$ cat config.mk
export PLATFORM = sky130hd
export DESIGN_NAME = instruction_fetch_stage
export DESIGN_NICKNAME = d
export VERILOG_FILES = /design/src/rtl/instruction_fetch_stage.sv
export SDC_FILE = /design/constraint.sdc
export NUM_CORES = 1
export LEC_CHECK = 0
export BUFFER_PORTS_ARGS = -buffer_cell sky130_fd_sc_hd__buf_2
export CORE_ASPECT_RATIO = 0.6
export CORE_MARGIN = 2
export CORE_UTILIZATION = 30
export CTS_CLUSTER_DIAMETER = 150
export DETAILED_ROUTE_END_ITERATION = 8
export PLACE_DENSITY = 0.65
export SLEW_MARGIN = 20
export SYNTH_ARGS = -nofsm -noshare
export SYNTH_HDL_FRONTEND = slang
export SYNTH_SLANG_ARGS = --single-unit
$ cat constraint.sdc
create_clock -name clk -period 2.2 [get_ports clk]
set_input_delay 0.11 -clock clk [delete_from_list [all_inputs] [get_ports clk]]
set_output_delay 0.11 -clock clk [all_outputs]
set_load 0.005 [all_outputs]
$ cat src/rtl/instruction_fetch_stage.sv
// IF pipeline stage: owns the PC, drives the instruction memory address and
// captures the fetched word into the IF/ID register with stall and branch flush.
module instruction_fetch_stage #(
  parameter int          MEM_BYTES = 256,
  parameter logic [31:0] RESET_PC  = 32'h0000_0000
) (
  input  logic        clk,
  input  logic        rst,
  input  logic        freeze,
  input  logic        branch_taken,
  input  logic [31:0] branch_address,
  output logic [31:0] mem_address,
  input  logic [31:0] mem_instruction,
  output logic [31:0] if_id_pc,
  output logic [31:0] if_id_instruction,
  output logic        if_id_valid,
  output logic [31:0] fetch_count
);

  // Keeps addresses inside the memory window and word-aligned in one AND.
  localparam logic [31:0] PC_MASK = 32'(MEM_BYTES - 1) & 32'hFFFF_FFFC;

  logic [31:0] pc;
  logic [31:0] pc_plus4;
  logic [31:0] branch_target;

  assign pc_plus4      = (pc + 32'd4) & PC_MASK;
  assign branch_target = branch_address & PC_MASK;
  assign mem_address   = pc;

  // Branch beats freeze; mem_instruction is only looked at on advance edges.
  always_ff @(posedge clk or posedge rst) begin
    if (rst) begin
      pc                <= RESET_PC & PC_MASK;
      if_id_pc          <= 32'd0;
      if_id_instruction <= 32'd0;
      if_id_valid       <= 1'b0;
      fetch_count       <= 32'd0;
    end else if (branch_taken) begin
      pc                <= branch_target;
      if_id_pc          <= 32'd0;
      if_id_instruction <= 32'd0;
      if_id_valid       <= 1'b0;
    end else if (!freeze) begin
      pc                <= pc_plus4;
      if_id_pc          <= pc_plus4;
      if_id_instruction <= mem_instruction;
      if_id_valid       <= 1'b1;
      fetch_count       <= fetch_count + 32'd1;
    end
  end

endmodule

Yosys cells after proc, flatten, opt, wreduce, memory -nomap -nowiden
Cells that the tools add are included.
{ "totals": {"register_bits": 129, "out_inout_bits": 129, "input_bits": 68} }
{ "classes": {"bitwise": 2, "n_addsub": 2, "muxes": 7, "n_reduce_logical": 1, "n_eq_ne": 1} }
{ "op_table": {"columns": ["op", "count"], "rows": [
  ["$mux 32", 5],
  ["$add 32x1->32 const B", 1],
  ["$add 8x3->8 const B", 1],
  ["$mux 1", 2],
  ["$ne 2x1->1 const B", 1],
  ["$not 1->1", 2],
  ["$reduce_and 2->1", 1]
]} }

Depth between registers and ports, before layout
Gate-level depths: netlist of run 1.
{ "depth": {"depth_word": 3, "depth_mapped": 6, "ltp_nobuf": 5} }

Worst setup path after synthesis of run 1
No wires, ideal clock.
{ "synth_timing": {"path_type": "register -> register", "start": "reg fetch_count[0]", "end": "reg fetch_count[28]", "synth_period_minus_slack_ns": 1.659, "required_ns": 2.076, "n_path_buf": 0, "path_stages_with_launch": 6, "arrival_time_ns": 1.535, "slack_ns": 0.541, "path_cell_list": "dfrtp_1 ha_1 nand3_1 nor4_1 nand4_1 xnor2_1"} }
{ "synth_via": {"elab_chain_cells": 1} }
{ "synth_lines": {"columns": ["item", "line_no", "source"], "rows": [
  ["from (decl)", "17", "output logic [31:0] fetch_count"],
  ["from (signal assigned)", "49", "fetch_count <= fetch_count + 32'd1;"],
  ["$add 32x1->32", "49", null]
]} }
Every way passes these cells.
A chain may end at the register's enable or synchronous reset.

Worst setup path after layout of run 1
{ "layout_timing": {"start": "reg fetch_count[0]", "end": "reg fetch_count[27]"} }
The elaborated chain is that of the path after synthesis.

==> results of run 1 <==
## kinds of logic after synthesis
family | synth area share
buf+inv | 0.125
other cells | 0.000997
simple gates | 0.156
flops | 0.512
mux | 0.0881
compound gates | 0.0209
fa+ha+maj | 0.00665
xor+xnor | 0.0908
## routing by layer
layer | part of all wire | vias up | wire, um | track usage
met1 | 0.46 | 1345 | 4010 | 0.179
met2 | 0.45 | 90 | 3850 | 0.192
met4 | 0.0066 | 0 | 57 | 0.0262
met3 | 0.082 | 6 | 709 | 0.0556
li1 | - | 1342 | - | -
met5 | 0 | - | 0 | 0
## area by class of cell
| class | instances | area share |
|---|---|---|
| timing repair buffer | 133 | 0.155 |
| multi-input combinational | 259 | 0.329 |
| sequential | 77 | 0.406 |
| tap | 165 | 0.0435 |
| clock inverter | 6 | 0.0135 |
| clock buffer | 10 | 0.0483 |
| inverter | 6 | 0.00501 |
## worst max-delay path: cells and delay by family, from the launching register on
| family | cells | cell delay, ps |
|---|---|---|
| XOR/XNOR | 1 | 160 |
| flip-flops | 1 | 450 |
| AND/OR/NAND/NOR | 3 | 1210 |
## worst max-delay path by stage
| stage | startpoint | to | cells past startpoint |
|---|---|---|---|
| 6_report | fetch_count[0] | fetch_count[27] | 4 |
| 5_1_grt | fetch_count[0] | fetch_count[27] | 4 |
| 4_1_cts | fetch_count[0] | fetch_count[27] | 4 |
| 3_5_place_dp | fetch_count[0] | fetch_count[27] | 4 |
| 3_3_place_gp | fetch_count[0] | fetch_count[25] | 4 |
| 2_1_floorplan | rst | fetch_count[0] | 1 |
## cell usage in the layout, fill, tap and decap left out, types with 2 or more instances in the layout
cell           instances
inv_1                  5
nor2_1                43
xnor2_1               28
dlygate4sd3_1          7
ha_1                   2
and4_1                 3
clkbuf_16              9
clkinv_2               3
and3_1                 3
buf_4                  7
clkinvlp_4             2
xor2_1                11
dfrtp_1               77
nor3_1                 6
nor3_2                 3
nor4_1                 3
nand3_1               16
buf_2                118
mux2i_1               32
nor2b_1                2
o21ai_0                7
nand2_1               24
nand4_1                8
conb_1                52
a21oi_1                7
## stage by stage
step	instances	hold WS (ps)	total power, mW	cell area (um2)	util
after floorplan	406	227	1.98	3950	-
after CTS	656	8.82	3.64	4740	0.390
after global routing	656	29.0	3.78	4740	0.390
final	656	21.7	3.58	4740	0.390
after global placement	633	198	2.13	4380	0.361
after detailed placement	633	206	2.16	4380	0.361
## state kept, by name, indices dropped and copies added, names as in the netlist
signal	count
mem_address	6
if_id_valid	1
if_id_instruction	32
if_id_pc	6
fetch_count	32
## where the power goes
group	switching, mW	internal, mW	total [mW]
Sequential	0.126	1.52	1.65
Clock	0.564	0.876	1.44
Combinational	0.258	0.230	0.488
==> run metrics, run 1 <==
yosys warns 0; Post-route DRC 0; Pleak 2.51 nW; number of synthesized flops with an enable pin 0; htree depth 3; Reg2Reg Setup Slack 300 ps; DP Worst Slack 296 ps; max frequency 526 MHz; cells along the critical path nand4_1 > or4_1 > nor3b_2 > xor2_1; slew margin rel. 0.577; CP endpoint kind register; final setup TNS 0 ps; Resized Gates After CTS 0; Worst Clk Skew 10.9 ps; Setup Crit Path Kind register to register; final hold vios 0; TritonCTS clock tree done; FF-to-FF End fetch_count[27]; TritonCTS buffer count 9; Fillers 1,184; fin worst setup slack 300 ps; core area 12,100 um2; fin. max-slew vios 0; IO Pins 197; Final #Nets 556; area occupied by multi-input gates 1560 um2; diode count 0; Overflow after GRT 0; Layout area overhead 26.0%; post-synth cell types 33; wire per inst 13.2 um; Worst Path Required 2450 ps; VDD IR max 0.000446 V; R2R cell count 4; RSZ-0062 raised after global routing no; top post-synthesis cells by area dfrtp_1 (51%), buf_4 (10%), mux2i_1 (8.5%); vias in the first global route 2,703; Starting Density 0.310; hold path cells 3; final wirelength 8630 um; worst skew pair latency 330 ps; first-pass GRT wire length 13,900 um; status completed; final setup fails 0; R2R Path Start fetch_count[0]; die area 13,500 um2; worst min-delay path category input pin to register; Final GP Congestion 0.818; Worst EP arrival 2150 ps; die height 90.7 um; fin crit share 0.864; Max stage delay on crit path 720 ps; initial antenna violation count 0; row count 31; detailed-route via count 2,783; Hold EP if_id_instruction[22]; register area 1930 um2; clk sinks 77; CTS clk-pin slew, worst paths 60 ps; Vias/cell 4.24; max-cap violations 0; clk root buf clkbuf_16; Post-CTS Setup Bufs 0; most common cell in the netlist dfrtp_1; worst-path maximum fanout 6; Post-DP HPWL 6500 um; Critical Path Start Type register; starting DRC count in detailed routing 131; Final min period 1900 ps; Clock Tree Buf Depth 2; Hold Startpoint mem_instruction[22]; Seq/Total Area, Yosys 0.512; GRT Overall Usage 0.130; ratio of cells with drive above 1 in the final layout 0.303; top cell type by total area after synthesis dfrtp_1; Top FF cell, synth dfrtp_1; DR pass1 iterations 5; average size of a mapped cell 10.6 um2; register bit total from synthesis 77; cts hold-fix bufs 7; Mapped Cells 355; PwrDens 755 nW/um2; largest net degree at the start of global routing 53; Post-synth top cells dfrtp_1 (77), buf_4 (52), nor2_1 (43); Mapped Area 3760 um2; IO Port Bufs 118; die width 149 um; post-route ant nets 0; Tightest Pin Transition 629 ps; CP max stage cell or4_1; post-synthesis async set-or-reset flop share 1.00; post-synth top area share 0.512
Power figures use the tool's default switching activity.
==> run 2: changes to the inputs <==
--- a/config.mk
+++ b/config.mk
@@ -5,7 +5,7 @@
 export SDC_FILE = /design/constraint.sdc
 export NUM_CORES = 1
 export LEC_CHECK = 0
-export BUFFER_PORTS_ARGS = -buffer_cell sky130_fd_sc_hd__buf_2
+export BUFFER_PORTS_ARGS = -buffer_cell sky130_fd_sc_hd__buf_4
 export CORE_ASPECT_RATIO = 0.6
 export CORE_MARGIN = 2
 export CORE_UTILIZATION = 30
==> run metrics, run 2 (same netlist as run 1, synthesis figures left out) <==
status completed (unchanged); internal power 2.99 mW (was 2.63 mW); Final Power 3.93 mW (was 3.58 mW); final hold vios 0 (unchanged); post-route ant nets 0 (unchanged); final setup TNS 0 ps (unchanged); starting DRC count in detailed routing 139 (was 131); TritonCTS buffer count 9 (unchanged); VDD IR max 0.000379 V (was 0.000446 V); Worst Clk Skew 4.95 ps (was 10.9 ps); IO Pins 197 (unchanged); detailed-route via count 2,804 (was 2,783); grt met1 use 0.187 (was 0.179); vias in the first global route 2,841 (was 2,703); Post-DP HPWL 6510 um (was 6500 um); htree depth 3 (unchanged); Clock Tree Buf Depth 2 (unchanged); ratio of cells with drive above 1 in the final layout 0.304 (was 0.303); Starting Density 0.310 (unchanged); sw frac 0.240 (was 0.265); max-cap violations 0 (unchanged); Final min period 1940 ps (was 1900 ps); Pleak 2.59 nW (was 2.51 nW); GRT met2 Usage 0.209 (was 0.192); clk sinks 77 (unchanged); IO Port Bufs 118 (unchanged); initial antenna violation count 0 (unchanged); Post-CTS Setup Bufs 0 (unchanged); GRT Overall Usage 0.138 (was 0.130); Critical Path Start Type register (unchanged); Final GP Congestion 0.794 (was 0.818); most used routing layer met2 (unchanged); CP endpoint kind register (unchanged); Regs by FF count fetch_count x32, if_id_instruction x32 (unchanged); most common cell after layout, fill and taps aside buf_4 (was buf_2); die area 13,500 um2 (unchanged); diode count 0 (unchanged); largest net degree at the start of global routing 53 (unchanged); PwrDens 772 nW/um2 (was 755 nW/um2); fin crit share 0.883 (was 0.864); sequential share of power 0.421 (was 0.461); clk root buf clkbuf_16 (unchanged); Clk network pwr share 0.435 (was 0.402); TritonCTS clock tree done (unchanged); max frequency 515 MHz (was 526 MHz); worst-path maximum fanout 7 (was 6); final setup fails 0 (unchanged); Final #Nets 556 (unchanged); die height 90.7 um (unchanged); core area 12,100 um2 (unchanged); final wirelength 8830 um (was 8630 um); Worst EP arrival 2190 ps (was 2150 ps); DR pass1 iterations 4 (was 5); Post-route DRC 0 (unchanged); row count 31 (unchanged); Worst Path Required 2450 ps (about the same); fin. max-slew vios 0 (unchanged); worst skew pair latency 320 ps (was 330 ps); CTS clk-pin slew, worst paths 60 ps (about the same); Tightest Pin Transition 587 ps (was 629 ps); most frequent cells in the layout buf_4 (125), dfrtp_1 (77), conb_1 (52) (was buf_2 (118), dfrtp_1 (77), conb_1 (52)); die width 149 um (unchanged); sw power 0.943 mW (was 0.947 mW); met3 Use GR 0.0515 (was 0.0556); wire per inst 13.5 um (was 13.2 um); Overflow after GRT 0 (unchanged); Layout area overhead 35.3% (was 26.0%); Vias/cell 4.28 (was 4.24); Comb pwr share 0.144 (was 0.136); Setup Crit Path Kind register to register (unchanged); worst min-delay path category input pin to register (unchanged); slew margin rel. 0.608 (was 0.577); RSZ-0062 raised after global routing no (unchanged); first-pass GRT wire length 14,700 um (was 13,900 um)
-- run 2: cell types whose count changed in the layout (fill, tap and decap cells not counted) --
cell | before | now
bufinv_16 | 1 | 3
clkbuf_8 | 0 | 2
buf_2 | 118 | 0
clkinv_2 | 3 | 2
clkinvlp_4 | 2 | 0
buf_4 | 7 | 125
clkinv_4 | 1 | 0
clkbuf_1 | 1 | 0
-- run 2: power by group through the flow --
stage | combinational (mW) | clock (mW) | sequential (mW)
floorplan | 0.319 | 0 | 1.66
global placement | 0.552 | 0 | 1.66
detailed placement | 0.559 | 0 | 1.68
CTS | 0.572 | 1.76 | 1.65
global route | 0.632 | 1.82 | 1.67
finish | 0.566 | 1.71 | 1.66
-- run 2: worst max-delay path, stage by stage (launching register included) --
cell and delay [ps]:
dfrtp_1 460, nand4_1 290, or4_1 730, nor3_2 230
xor2_1 150
-- run 2: through the flow --
stage	util	worst slack [ps]	hold slack [ps]	instance area (um2)	cells
after global routing	0.419	148	11.5	5090	655
final	0.419	258	18.7	5090	655
after floorplan	-	123	227	3950	406
after CTS	0.419	287	4.56	5090	655
after detailed placement	0.385	317	207	4670	633
after global placement	0.385	369	198	4670	633
-- run 2: metal layers --
| metal | vias to the layer above | wire length (um) |
|---|---|---|
| li1 | 1337 | - |
| met1 | 1381 | 4230 |
| met2 | 81 | 3970 |
| met4 | 0 | 33 |
| met3 | 5 | 595 |
| met5 | - | 0 |
-- run 2: path summary, 6_finish.rpt --
kind	from	endpoint	slack, ps	cells past startpoint
setup / recovery	fetch_count[2]	fetch_count[31]	260	4
hold / removal	mem_instruction[31]	if_id_instruction[31]	20	3
setup reg to reg	fetch_count[2]	fetch_count[31]	260	4
hold reg to reg	fetch_count[31]	fetch_count[31]	480	1
max in group asynchronous	rst	if_id_instruction[3]	1170	4
min in group asynchronous	rst	fetch_count[30]	390	3
-- run 2: repair_timing --
action / CTS / global route
resized for setup: 0 / 0
hold buffers: 7 / 0
endpoints found under the hold margin: 38 / 0
-- run 2: layout make-up --
| class | count | area [um2] |
|---|---|---|
| Fill cell | 1149 | 7050 |
| Sequential cell | 77 | 1930 |
| Multi-Input combinational cell | 259 | 1560 |
| Timing Repair Buffer | 133 | 1030 |
| Clock buffer | 11 | 253 |
| Tap cell | 165 | 206 |
| Clock inverter | 4 | 95.1 |
| Inverter | 6 | 23.8 |
